==> config.mk <==
export PLATFORM = sky130hd
export DESIGN_NAME = code_programmer
export DESIGN_NICKNAME = d
export VERILOG_FILES = /design/src/rtl/code_programmer.sv
export SDC_FILE = /design/constraint.sdc
export NUM_CORES = 1
export LEC_CHECK = 0
export CAP_MARGIN = 5
export CORE_UTILIZATION = 54
export DETAILED_ROUTE_END_ITERATION = 8
export GPL_ROUTABILITY_DRIVEN = 0
export GPL_TIMING_DRIVEN = 0
export PLACE_DENSITY = 0.77
export SETUP_SLACK_MARGIN = 0.2
export SLEW_MARGIN = 20
export SYNTH_ARGS = -nofsm -noshare
export SYNTH_HDL_FRONTEND = slang
export SYNTH_SLANG_ARGS = --single-unit
==> constraint.sdc <==
create_clock -name clk -period 2.9 [get_ports clk]
set_input_delay 0.435 -clock clk [delete_from_list [all_inputs] [get_ports clk]]
set_output_delay 0.435 -clock clk [all_outputs]
set_load 0.05 [all_outputs]
==> src/rtl/code_programmer.sv <==
// Writer side of the safe-lock path: authenticates the old code, takes a new code,
// confirms it and only then updates the combination register fed to the checker.
module code_programmer #(
    parameter logic [3:0] DEFAULT_CODE   = 4'b1111,
    parameter int          BLINK_CYCLES   = 50000000,
    parameter int          TIMEOUT_CYCLES = 500000000,
    parameter int          LOCK_CYCLES    = 1000000000,
    parameter int          MAX_FAILS      = 3
) (
    input  logic       clk,
    input  logic       rst,
    input  logic [3:0] sw,
    input  logic       btn_set_n,
    input  logic       btn_clr_n,
    output logic [3:0] code_out,
    output logic       code_valid,
    output logic       led_busy,
    output logic       led_ok,
    output logic       led_err
);
    localparam logic [1:0] S_IDLE    = 2'd0;
    localparam logic [1:0] S_NEW     = 2'd1;
    localparam logic [1:0] S_CONFIRM = 2'd2;
    localparam logic [1:0] S_LOCKED  = 2'd3;

    localparam int BW = $clog2(BLINK_CYCLES + 1);
    localparam int TW = $clog2(TIMEOUT_CYCLES + 1);
    localparam int LW = $clog2(LOCK_CYCLES + 1);
    localparam int FW = $clog2(MAX_FAILS + 1);

    localparam logic [BW-1:0] BLINK_LAST   = BW'(BLINK_CYCLES - 1);
    localparam logic [TW-1:0] TIMEOUT_LAST = TW'(TIMEOUT_CYCLES - 1);
    localparam logic [LW-1:0] LOCK_LAST    = LW'(LOCK_CYCLES - 1);
    localparam logic [FW-1:0] FAIL_LAST    = FW'(MAX_FAILS - 1);

    logic [3:0]    sw_s1, sw_s;
    logic          set_s1, set_s2, set_s3;
    logic          clr_s1, clr_s2, clr_s3;
    logic          press_set, press_clr;

    logic [1:0]    state;
    logic [3:0]    tmp_code;
    logic [FW-1:0] fail_cnt;
    logic [TW-1:0] to_cnt;
    logic [LW-1:0] lock_cnt;
    logic [BW-1:0] blink_cnt;
    logic          blink_ok, blink_err;

    // Released buttons read as 1, so a press is the 1->0 step between s3 and s2.
    always_ff @(posedge clk) begin
        if (rst) begin
            sw_s1  <= 4'b1111;
            sw_s   <= 4'b1111;
            set_s1 <= 1'b1;
            set_s2 <= 1'b1;
            set_s3 <= 1'b1;
            clr_s1 <= 1'b1;
            clr_s2 <= 1'b1;
            clr_s3 <= 1'b1;
        end else begin
            sw_s1  <= sw;
            sw_s   <= sw_s1;
            set_s1 <= btn_set_n;
            set_s2 <= set_s1;
            set_s3 <= set_s2;
            clr_s1 <= btn_clr_n;
            clr_s2 <= clr_s1;
            clr_s3 <= clr_s2;
        end
    end

    assign press_set = set_s3 & ~set_s2;
    assign press_clr = clr_s3 & ~clr_s2;

    always_ff @(posedge clk) begin
        if (rst) begin
            state      <= S_IDLE;
            code_out   <= DEFAULT_CODE;
            code_valid <= 1'b0;
            tmp_code   <= 4'b0000;
            fail_cnt   <= '0;
            to_cnt     <= '0;
            lock_cnt   <= '0;
            blink_cnt  <= '0;
            blink_ok   <= 1'b0;
            blink_err  <= 1'b0;
        end else begin
            code_valid <= 1'b0;
            if (blink_ok || blink_err) begin
                if (blink_cnt == BLINK_LAST) begin
                    blink_ok  <= 1'b0;
                    blink_err <= 1'b0;
                    blink_cnt <= '0;
                end else begin
                    blink_cnt <= blink_cnt + BW'(1);
                end
            end
            // Later assignments below override the blink countdown when an event fires.
            case (state)
                S_IDLE: begin
                    if (press_set) begin
                        if (sw_s == code_out) begin
                            state    <= S_NEW;
                            fail_cnt <= '0;
                            to_cnt   <= '0;
                        end else if (fail_cnt == FAIL_LAST) begin
                            state     <= S_LOCKED;
                            fail_cnt  <= '0;
                            lock_cnt  <= '0;
                            blink_ok  <= 1'b0;
                            blink_err <= 1'b0;
                            blink_cnt <= '0;
                        end else begin
                            fail_cnt  <= fail_cnt + FW'(1);
                            blink_ok  <= 1'b0;
                            blink_err <= 1'b1;
                            blink_cnt <= '0;
                        end
                    end
                end
                S_NEW, S_CONFIRM: begin
                    if (press_clr) begin
                        state <= S_IDLE;
                    end else if (press_set && state == S_NEW) begin
                        tmp_code <= sw_s;
                        state    <= S_CONFIRM;
                        to_cnt   <= '0;
                    end else if (press_set) begin
                        state     <= S_IDLE;
                        blink_cnt <= '0;
                        if (sw_s == tmp_code) begin
                            code_out   <= tmp_code;
                            code_valid <= 1'b1;
                            blink_ok   <= 1'b1;
                            blink_err  <= 1'b0;
                        end else begin
                            blink_ok  <= 1'b0;
                            blink_err <= 1'b1;
                        end
                    end else if (to_cnt == TIMEOUT_LAST) begin
                        state     <= S_IDLE;
                        blink_ok  <= 1'b0;
                        blink_err <= 1'b1;
                        blink_cnt <= '0;
                    end else begin
                        to_cnt <= to_cnt + TW'(1);
                    end
                end
                default: begin
                    if (lock_cnt == LOCK_LAST) begin
                        state <= S_IDLE;
                    end else begin
                        lock_cnt <= lock_cnt + LW'(1);
                    end
                end
            endcase
        end
    end

    assign led_busy = !(state == S_NEW || state == S_CONFIRM);
    assign led_ok   = !blink_ok;
    assign led_err  = !(blink_err || state == S_LOCKED);
endmodule
======== After elaboration in Yosys (flattened, before gate mapping) ========
Index checks and enable logic that the tools add are counted.
Widths: inputs -> output; s select.
storage, ports and cells
  register bits after elaboration ......... 114
  input port bits ......................... 8
  logic and storage cells ................. 120
cells by class
  add/sub/neg operators ................... 4
  reduce and logical (&&, ||, !) cells .... 18
  muxes and demuxes ....................... 53
  equal/unequal tests ..................... 19
  bitwise logic cells ..................... 8
operator list
  operator               number
  $mux 26                8
  $mux 29                6
  $mux 30                4
  $pmux 30 s2            1
  $pmux 29 s2            1
  $pmux 26 s2            1
  $add 30x1->30 const B  1
  $eq 30x30->1 const B   1
  $add 29x1->29 const B  1
  $eq 29x29->1 const B   1
  $add 26x1->26 const B  1
  $eq 26x26->1 const B   1
  $mux 2                 10
  $mux 1                 19
  $ne 2x2->1 const B     5
  $reduce_and 5->1       2
  $ne 3x3->1 const B     3
  $eq 4x4->1             2
  $eq 2x2->1 const B     3
  $not 1->1              6
  $reduce_and 6->1       1
  $ne 5x5->1 const B     1
  $reduce_or 5->1        1
  $pmux 1 s2             2
  other kinds (15)       20

======== Depth between registers and ports, before layout ========
  word-level depth ........................ 8
  mapped depth ............................ 10

======== Worst setup path before layout ========
Ideal clock, no wire load.
  kind .................................... register -> register
  from .................................... register code_out[1]
  to ...................................... register to_cnt[5]
  period minus slack after synthesis ...... 2,365 ps
  setup slack ............................. 535 ps
  setup time .............................. 114 ps
  stages on the path, launching flop included .. 6
  data arrival time ....................... 2,251 ps
  required time ........................... 2,786 ps
  cell sequence ........................... dfxtp_1 xor2_2 or4_1 o311ai_2 o22ai_1 a21o_1
on the way
  cells in the longest elaborated chain, start to end .. 3
RTL lines
  item                        RTL line  text
  start: declaration          15        output logic [3:0] code_out,
  start signal: assignment    132       code_out <= tmp_code;
  $eq 4x4->1                  102       if (sw_s == code_out) begin
  $ne 2x2->1 (no line)        --
  $reduce_and 6->1 (no line)  --
  end signal: assignment      146       to_cnt <= to_cnt + TW'(1);
  end: declaration            44        logic [TW-1:0] to_cnt;
No other way between the ends.
A chain may end at the register's enable or synchronous reset.

======== Worst setup path after layout ========
  from .................................... register state[0]
  to ...................................... output led_err
on the way
  cells in the longest elaborated chain, start to end .. 3
RTL lines
  item                      RTL line  text
  start: declaration        41        logic [1:0] state;
  start signal: assignment  77        state <= S_IDLE;
  start signal: assignment  103       state <= S_NEW;
  start signal: assignment  107       state <= S_LOCKED;
  $eq 2x2->1                162       assign led_err = !(blink_err || state == S_LOCKED);
  $logic_or 1x1->1          162
  $logic_not 1->1           162
  end: declaration          19        output logic led_err
No other way between the ends.

==> impl_results.rst <==
.. list-table::
   :header-rows: 1

   * - Metric
     - Value
   * - Number of distinct library cell variants in the gate-level netlist after synthesis
     - 62
   * - Area used by multi-input combinational logic
     - 0.00321 mm^2
   * - Port-buffer cells
     - 15
   * - Required @ worst endpoint
     - 2.47 ns
   * - Routed Antenna Nets
     - 0
   * - H-Tree Level Count
     - 4
   * - Placed cell areas
     - between 0.005 and 0.006 mm^2
   * - Antenna cells
     - 0
   * - Vias in the first global route
     - 4,871
   * - DR vias
     - 5,058
   * - Kind of cell with the highest combined delay on the critical path
     - buffers and inverters
   * - Area of the core
     - about 0.010 mm^2
   * - Number of nets in the layout
     - 720
   * - Number of flops mapped to enable cells by yosys
     - 0
   * - Leakage power
     - 2.21 nW
   * - Pin count of the biggest net entering global routing
     - 17
   * - Primary flip-flop cell chosen by synthesis mapping
     - sky130_fd_sc_hd__dfxtp_1
   * - Total I/O pin count
     - 16
   * - Number of placed cells counting well taps
     - ~820
   * - Total power density per cell area
     - between 600 and 700 mW/mm^2
   * - Post-synth design cell area
     - 0.00564 mm^2
   * - Number of inserted filler cells in the final layout
     - 838
   * - Most numerous cell types in the synthesized netlist
     - 114 x sky130_fd_sc_hd__dfxtp_1, 95 x sky130_fd_sc_hd__nor2_1, 52 x sky130_fd_sc_hd__nand2_1
   * - Number of buffers added by the clock tree synthesis step
     - 17
   * - Sort of element at the start of the critical path
     - flip-flop
   * - Outcome
     - complete, no violations
   * - Area used by sequential logic in the layout
     - 0.00228 mm^2
   * - Largest area contributor in the netlist
     - sky130_fd_sc_hd__dfxtp_1
   * - Final non-filler cell total
     - ~850
   * - Area delta synth->final
     - 17.6%
   * - Worst setup slack after layout
     - 0.326 ns
   * - Detailed-route vias per instance
     - 5.94
   * - GRT Residual Overflow
     - 0
   * - Clock tree from TritonCTS
     - yes
   * - Largest fanout of any net on the critical path
     - 6
   * - First-pass iteration count of the detailed router
     - 5
   * - Cell chain of the critical path
     - ha_1 > nor2_1 > clkdlybuf4s50_1
   * - CP Class
     - flip-flop to output port
   * - Initial antenna violation count
     - 0
   * - Max-cap violation count
     - 0
   * - Cell with the most instances after synthesis
     - sky130_fd_sc_hd__dfxtp_1
   * - Proportion of synthesized chip area in sequential cells
     - 0.405
   * - Global-route usage over all layers
     - 0.254
   * - Slowest cell delay on critical path
     - about 0.8 ns
   * - Final-report max-slew violation count
     - 0
   * - Floorplan die width
     - 104 um
   * - Slew of the pin with the lowest slew margin
     - 0.920 ns
   * - Kind of path behind the tightest hold check
     - flip-flop to flip-flop
   * - Synth area leaders
     - sky130_fd_sc_hd__dfxtp_1 40%, sky130_fd_sc_hd__nor2_1 6.3%, sky130_fd_sc_hd__xnor2_1 5.4%, sky130_fd_sc_hd__xor2_1 4.0%, sky130_fd_sc_hd__nand2_1 3.5%
   * - Post-detail-place hpwl
     - approximately 9 mm
   * - Initial Util
     - 0.566
   * - Fraction of layout cells with a size suffix above 1
     - 0.118
   * - Vertical extent of the die
     - 104 um
   * - Maximum buffer depth of the clock tree
     - 2
   * - Buf/Inv on CP
     - 1
   * - Post-layout total power
     - 4.59 mW
   * - Root cell of the clock tree
     - sky130_fd_sc_hd__clkbuf_8
   * - Total wirelength of the detailed-routed design
     - 13.3 mm
   * - Final-report hold violation count
     - 0
   * - Number of cell rows
     - 36
   * - Data arrival, critical path
     - 2.14 ns
   * - Number of instances in the synthesized netlist
     - 670
   * - Clock transition at the register clock pins on the worst setup and hold paths after CTS
     - about 0.060 ns
   * - Number of violations reported at the end of detailed-routing iteration 0
     - 400
   * - Final critical path time including I/O delays and setup
     - 2.57 ns
   * - Fraction of synthesis flops using an asynchronous set or reset pin
     - 0
   * - Clock sink count
     - 114
   * - Fmax achieved
     - 0.388 GHz
   * - Clock insertion delay at the later pin of the skew report
     - 0.52 ns
   * - Worst-case setup slack after placement
     - 0.0700 ns
   * - Maximum vdd drop
     - between 0.0005 and 0.0006 V
   * - First-pass GRT wire length
     - 22.4 mm
   * - Area fraction of the dominant cell type after synthesis
     - 0.405
   * - Sum of negative setup slack
     - 0 ns
   * - Kind of end point of the critical path
     - output port
   * - Mean post-synth cell area
     - 8.41 um^2
   * - Wire per inst
     - 15.6 um
   * - Slowest-stage cell, CP
     - sky130_fd_sc_hd__clkdlybuf4s50_1
   * - Synth Net Count
     - 684
   * - Total of warnings raised by yosys
     - 0
   * - Setup repair after global routing missed its margin
     - false
   * - Final Setup Violations
     - 0
   * - Clock skew after layout
     - about 0.010 ns
   * - Total Die Area
     - 0.0109 mm^2
   * - Worst relative slew slack
     - 0.382
   * - Finished Cell Area
     - roughly 0.0066 mm^2
   * - Flip-flop and latch count after synthesis
     - 114
   * - DRC Markers
     - 0
   * - Ratio of final minimum period to clock period
     - 0.888
==> cells in the final DEF (no fill, tap or decap), types with 4 or more instances in the layout <==
cell type / netlist / final
sky130_fd_sc_hd__clkbuf_2: 0 / 5
sky130_fd_sc_hd__o21ai_0: 19 / 18
sky130_fd_sc_hd__clkinv_4: 0 / 4
sky130_fd_sc_hd__ha_1: 6 / 6
sky130_fd_sc_hd__a31oi_1: 4 / 4
sky130_fd_sc_hd__nor3_1: 23 / 21
sky130_fd_sc_hd__clkbuf_1: 21 / 17
sky130_fd_sc_hd__nor2_1: 95 / 94
sky130_fd_sc_hd__mux2i_1: 11 / 11
sky130_fd_sc_hd__inv_1: 17 / 17
sky130_fd_sc_hd__or2_2: 17 / 17
sky130_fd_sc_hd__nand4_1: 28 / 28
sky130_fd_sc_hd__clkdlybuf4s50_1: 0 / 14
sky130_fd_sc_hd__buf_2: 6 / 6
sky130_fd_sc_hd__nor4_1: 16 / 13
sky130_fd_sc_hd__nor4_2: 4 / 7
sky130_fd_sc_hd__and2_1: 4 / 4
sky130_fd_sc_hd__a21oi_1: 29 / 29
sky130_fd_sc_hd__xor2_1: 26 / 26
sky130_fd_sc_hd__clkbuf_16: 0 / 16
sky130_fd_sc_hd__and4_1: 6 / 6
sky130_fd_sc_hd__o211ai_1: 9 / 9
sky130_fd_sc_hd__o41ai_1: 5 / 5
sky130_fd_sc_hd__bufinv_16: 0 / 4
sky130_fd_sc_hd__o2111ai_1: 5 / 5
sky130_fd_sc_hd__nand2_1: 52 / 51
sky130_fd_sc_hd__nand3_1: 28 / 28
sky130_fd_sc_hd__nand2b_1: 5 / 5
sky130_fd_sc_hd__and3_1: 13 / 13
sky130_fd_sc_hd__or3_1: 15 / 15
sky130_fd_sc_hd__xnor2_1: 35 / 35
sky130_fd_sc_hd__dfxtp_1: 114 / 114
==> power by group <==
group | total [mW] | internal, mW | switching (mW) | leakage (nW)
Sequential | 1.64 | 1.60 | 0.0344 | 0.922
Combinational | 0.777 | 0.217 | 0.561 | 0.992
Clock | 2.18 | 1.40 | 0.776 | 0.299
==> cells by family (layout without fill, tap and decap cells) <==
logic type / count (synthesis) / after routing / synth area share
simple gates: 332 / 332 / 0.312
compound gates: 96 / 96 / 0.115
flops: 114 / 114 / 0.405
fa+ha+maj: 6 / 6 / 0.0133
buf+inv: 47 / 96 / 0.0326
mux: 11 / 11 / 0.0195
xor+xnor: 64 / 64 / 0.103
==> worst paths after layout <==
| path | to | cells past startpoint | slack (ns) | startpoint |
|---|---|---|---|---|
| max reg2reg | lock_cnt[3] | 7 | 0.35 | lock_cnt[12] |
| min | clr_s2 | 1 | 0.41 | clr_s1 |
| max | led_err | 3 | 0.33 | state[0] |
| min reg2reg | clr_s2 | 1 | 0.41 | clr_s1 |
==> layout make-up <==
| type | instances | share of cell area |
|---|---|---|
| flip-flops and latches | 114 | 0.344 |
| plain buffers | 29 | 0.0185 |
| clock buffers | 17 | 0.0625 |
| well taps | 133 | 0.0251 |
| clock inverters | 15 | 0.0311 |
| inverters | 18 | 0.0102 |
| repair buffers | 17 | 0.0247 |
| multi-input cells | 509 | 0.484 |
==> flip-flops by register name (all words and copies together) (netlist names), 2 cells and up <==
register,flops
sw_s1,4
fail_cnt,2
sw_s,4
state,2
code_out,4
blink_cnt,26
lock_cnt,30
to_cnt,29
tmp_code,4
==> metal layers <==
layer  up-vias  global-route usage  wire [um]
met5         -                   0          0
met4         0               0.108        238
met3        26              0.0514        742
met2       167               0.430       6490
met1      2393               0.313       5830
li1       2472                   -          -
==> through the flow <==
step           utilization  hold WS [ns]
2_1_floorplan            -         0.389
3_3_place_gp         0.598         0.392
3_5_place_dp         0.598         0.396
4_1_cts              0.661         0.410
5_1_grt              0.666         0.420
6_report             0.666         0.405
==> repair_timing <==
action                                  in CTS  in global routing
endpoints found under the setup margin      16                 55
endpoints found under the hold margin        0                  0
pin swaps                                    0                  1
setup buffers                                0                  2
hold buffers                                 0                  0
gates resized for setup                      3                 14
(Power assumes the default switching activity.)
